$ cat config.mk
export PLATFORM = sky130hd
export DESIGN_NAME = adder_seq_ctrl
export DESIGN_NICKNAME = d
export VERILOG_FILES = /design/src/rtl/adder_seq_ctrl.sv
export SDC_FILE = /design/constraint.sdc
export NUM_CORES = 1
export LEC_CHECK = 0
export CAP_MARGIN = 20
export CORE_MARGIN = 4
export CORE_UTILIZATION = 48
export DETAILED_ROUTE_END_ITERATION = 6
export PLACE_DENSITY = 0.8
export SLEW_MARGIN = 20
export SYNTH_ARGS = -nofsm -noshare
export SYNTH_HDL_FRONTEND = slang
export SYNTH_SLANG_ARGS = --single-unit
$ cat constraint.sdc
create_clock -name clk -period 2.8 [get_ports clk]
set_clock_uncertainty 0.05 [all_clocks]
set_input_delay 0.28 -clock clk [delete_from_list [all_inputs] [get_ports clk]]
set_output_delay 0.28 -clock clk [all_outputs]
set_load 0.02 [all_outputs]
$ cat src/rtl/adder_seq_ctrl.sv
// Chunk-serial W=N*K adder reusing one N-bit ripple slice, LS chunk first.
// Define ADDSEQ_SUB_EN to add the sub port (a-b via ~b and carry-in 1).
module adder_N #(
    parameter int N = 4
) (
    input  logic [N-1:0] i_a,
    input  logic [N-1:0] i_b,
    input  logic         i_cin,
    output logic [N-1:0] o_s,
    output logic         o_cout
);
    logic [N:0] w_c;

    assign w_c[0] = i_cin;

    for (genvar g = 0; g < N; g++) begin : g_fa
        assign o_s[g]   = i_a[g] ^ i_b[g] ^ w_c[g];
        assign w_c[g+1] = (i_a[g] & i_b[g]) | (w_c[g] & (i_a[g] ^ i_b[g]));
    end

    assign o_cout = w_c[N];
endmodule

module adder_seq_ctrl #(
    parameter  int N  = 4,
    parameter  int K  = 2,
    localparam int W  = N * K,
    localparam int CW = (K > 1) ? $clog2(K) : 1
) (
    input  logic          clk,
    input  logic          reset,
    input  logic          in_valid,
    output logic          in_ready,
    input  logic [W-1:0]  a,
    input  logic [W-1:0]  b,
    input  logic          cin,
`ifdef ADDSEQ_SUB_EN
    input  logic          sub,
`endif
    output logic          out_valid,
    input  logic          out_ready,
    output logic [W-1:0]  sum,
    output logic          cout,
    output logic          busy,
    output logic [CW-1:0] chunk_idx
);
    typedef enum logic [1:0] {
        S_IDLE,
        S_RUN,
        S_DONE
    } state_t;

    localparam logic [CW-1:0] LAST = CW'(K - 1);

    state_t       r_state;
    logic [W-1:0] r_a;
    logic [W-1:0] r_b;
    logic         r_carry;

    logic [N-1:0] w_a_chunk;
    logic [N-1:0] w_b_chunk;
    logic [N-1:0] w_s;
    logic         w_co;

    assign w_a_chunk = r_a[chunk_idx*N +: N];
    assign w_b_chunk = r_b[chunk_idx*N +: N];

    adder_N #(.N(N)) u_slice (
        .i_a   (w_a_chunk),
        .i_b   (w_b_chunk),
        .i_cin (r_carry),
        .o_s   (w_s),
        .o_cout(w_co)
    );

    always_ff @(posedge clk) begin
        if (reset) begin
            r_state   <= S_IDLE;
            r_a       <= '0;
            r_b       <= '0;
            r_carry   <= 1'b0;
            in_ready  <= 1'b1;
            out_valid <= 1'b0;
            busy      <= 1'b0;
            sum       <= '0;
            cout      <= 1'b0;
            chunk_idx <= '0;
        end else begin
            unique case (r_state)
                S_IDLE: begin
                    if (in_valid) begin
                        r_a       <= a;
`ifdef ADDSEQ_SUB_EN
                        r_b       <= sub ? ~b : b;
                        r_carry   <= sub ? 1'b1 : cin;
`else
                        r_b       <= b;
                        r_carry   <= cin;
`endif
                        chunk_idx <= '0;
                        in_ready  <= 1'b0;
                        busy      <= 1'b1;
                        r_state   <= S_RUN;
                    end
                end
                S_RUN: begin
                    sum[chunk_idx*N +: N] <= w_s;
                    r_carry               <= w_co;
                    if (chunk_idx == LAST) begin
                        cout      <= w_co;
                        chunk_idx <= '0;
                        busy      <= 1'b0;
                        out_valid <= 1'b1;
                        r_state   <= S_DONE;
                    end else begin
                        chunk_idx <= chunk_idx + 1'b1;
                    end
                end
                S_DONE: begin
                    // Result is held for as long as the consumer stalls.
                    if (out_ready) begin
                        out_valid <= 1'b0;
                        in_ready  <= 1'b1;
                        r_state   <= S_IDLE;
                    end
                end
                default: begin
                    r_state <= S_IDLE;
                end
            endcase
        end
    end
endmodule

==> qor.yml <==
status: "finished clean"
synth_mux_area_share_pct: 7.59
worstPathArrival_ps: 2520
yosysWarnings: 0
chipWidth_um: 61.7
tritoncts: "done"
hold_class: "reg -> reg"
synth-seq-cells: 32
timing.final.crit_share_pct: 83.8
area_delta_synth_final_pct: 27.3
setup_viol: 0
grt_pass1_vias: 1061
clock_sinks: 32
final-hold-violation-count: 0
crit_type: "reg -> reg"
powerDensity_mw_per_mm2: 543
diodes: 0
cpMostUsedCell: "fa_1"
worstSkewPairLatency_ps: 320
totalWireLength_um: 2690
cts_resized: 0
fin_nets: 212
syn_inst: 154
fmax_mhz: 426
synth-compound-area-share_pct: 13.8
vias: 1120
avgSynthCellArea_um2: 8.99
ys_types: 26
worst_pin_slew_ps: 642
end_kind: "flop"
clk_path_buf_depth: 2
die_area_mm2: 0.00381
syn_area_mm2: 0.00138
combinationalPowerShare_pct: 19.3
yosysSeqAreaShare_pct: 46.3
cp_max_fo: 4
grt_max_degree: 18
htree_levels: 2
overflow: 0
drt_first_pass_iters: 4
wire_per_inst_um: 12.3
antenna_found_initial: 0
fin_tns_setup_ps: 0
slew_violations: 0
synth_top_family_by_area: "simple AND/OR/NAND/NOR gates"
dp_hpwl_um: 2070
p_clk_share_pct: 27.9
die_height_um: 61.7
cap_viol_max_count: 0
viasPerCell: 5.11
postCtsSetupBuffers: 0
fin_util_pct: 63.9
ioPinCount: 34
routabilityCongestion: 0.784
grt_usage_pct: 16.9
drt_iter0_markers: 25
synthAdderAreaFrac_pct: 5.79
min_period_ps: 2350
cp-start-kind: "flop"
p_switching_w: 0.000254
p_int_w: 0.000704
rows: 19
hold_buffers: 0
place_area_mm2: 0.00170
vdd_drop_max_uv: 431
drc: 0
rsz0062_at_grt: "false"
cp.required_ps: 2980
p_leak_nw: 0.658
p_sw_share_pct: 26.5
fin_area_mm2: 0.00176
seqPwrFrac_pct: 52.9
cpMaxStageDelayCell: "fa_1"
cts_buffers: 5
final_antenna_net_count: 0
start_util_pct: 50.2
synth-xor-area-share_pct: 0
cpPeakStageDelay_ps: 430
relSlewSlack_pct: 57.1
yosys.area_share.simple_pct: 19.9
core-area_mm2: 0.00276
grt_pass1_wl_um: 4520
clk_pin_slew_ps: 90
path_cells: "mux2i_1, fa_1, fa_1, inv_1, fa_1, fa_1, mux2i_1, nor2_1"
synth_nets: 179
port-buffer-count: 33
drive_above_1_share_pct: 7.98
ctsRootBufferMaster: "clkbuf_4"
state kept, by name, indices dropped and copies added, names as in the netlist:
register,cells
busy,1
chunk_idx,1
cout,1
in_ready,1
out_valid,1
r_a,8
r_b,8
r_carry,1
r_state,2
sum,8
cell families after synthesis:
kind of cell | count (synthesis)
simple gates | 58
fa+ha+maj | 4
compound gates | 35
mux | 10
flops | 32
buf+inv | 15
final cells by class:
cell class | count | area (um2)
fillers | 232 | 996
multi-input cells | 107 | 652
flip-flops and latches | 32 | 641
repair buffers | 36 | 353
clock buffers | 8 | 58.8
well taps | 31 | 38.8
inverters | 5 | 18.8
layer usage:
| layer | track usage, % | part of all wire, % | up-vias |
|---|---|---|---|
| li1 | - | - | 575 |
| met1 | 19.8 | 45 | 505 |
| met2 | 26.3 | 47 | 36 |
| met3 | 6.82 | 6.4 | 4 |
| met4 | 9.09 | 1.9 | 0 |
| met5 | 0 | 0 | - |
path summary, 6_finish.rpt:
kind,depth (start not counted),to,from,slack [ps]
max reg2reg,8,sum[3],chunk_idx,450
max,8,sum[3],chunk_idx,450
min,2,r_b[7],r_b[7],410
min reg2reg,2,r_b[7],r_b[7],410
synthesized netlist by cell type (all sizes together):
library cell	count	area share [%]
inv	5	1.4
a211oi	4	2.2
or2b	1	0.54
a21oi	26	9.4
nor2b	1	0.45
nand3	1	0.36
mux2	4	3.3
mux2i	6	4.3
dfxtp	32	46
nor3b	3	3.3
o21ai	3	1.1
and3b	1	0.63
buf	6	4.2
nor2	8	2.2
clkbuf	4	1.1
o221ai	1	0.63
o21bai	1	0.54
nand3b	1	0.54
nand2	40	11
or3b	1	0.63
fa	4	5.8
nand2b	1	0.45
worst max-delay path, delay by kind of cell, from the launching register on:
family	cells	cell delay, ps
simple gates	1	50
flops	1	410
buf+inv	1	70
mux	2	260
fa+ha+maj	4	1410
power groups by stage:
stage / Sequential [W] / Combinational, W / Clock (W)
floorplan: 0.000523 / 0.000111 / 0
global placement: 0.000515 / 0.000180 / 0
detailed placement: 0.000517 / 0.000187 / 0
CTS: 0.000506 / 0.000187 / 0.000277
global route: 0.000511 / 0.000207 / 0.000301
finish: 0.000506 / 0.000184 / 0.000267
cells in the final DEF, fill, tap and decap left out, drive strengths merged, types with 4 or more instances in the layout:
cell type	Yosys	final
a21oi	26	26
clkbuf	4	8
dfxtp	32	32
mux2	4	4
mux2i	6	6
inv	5	5
nor2	8	8
nand2	40	40
clkdlybuf4s50	0	33
fa	4	4
a211oi	4	4
stage by stage:
step | instances | power (W) | hold WS (ps) | setup WS, ps
final | 219 | 0.000957 | 407 | 455
after global routing | 219 | 0.00102 | 419 | 283
after CTS | 219 | 0.000970 | 411 | 457
after detailed placement | 211 | 0.000704 | 397 | 470
after global placement | 211 | 0.000695 | 396 | 510
after floorplan | 154 | 0.000634 | 338 | 119
Note: power is estimated with default switching activity, not from simulation.
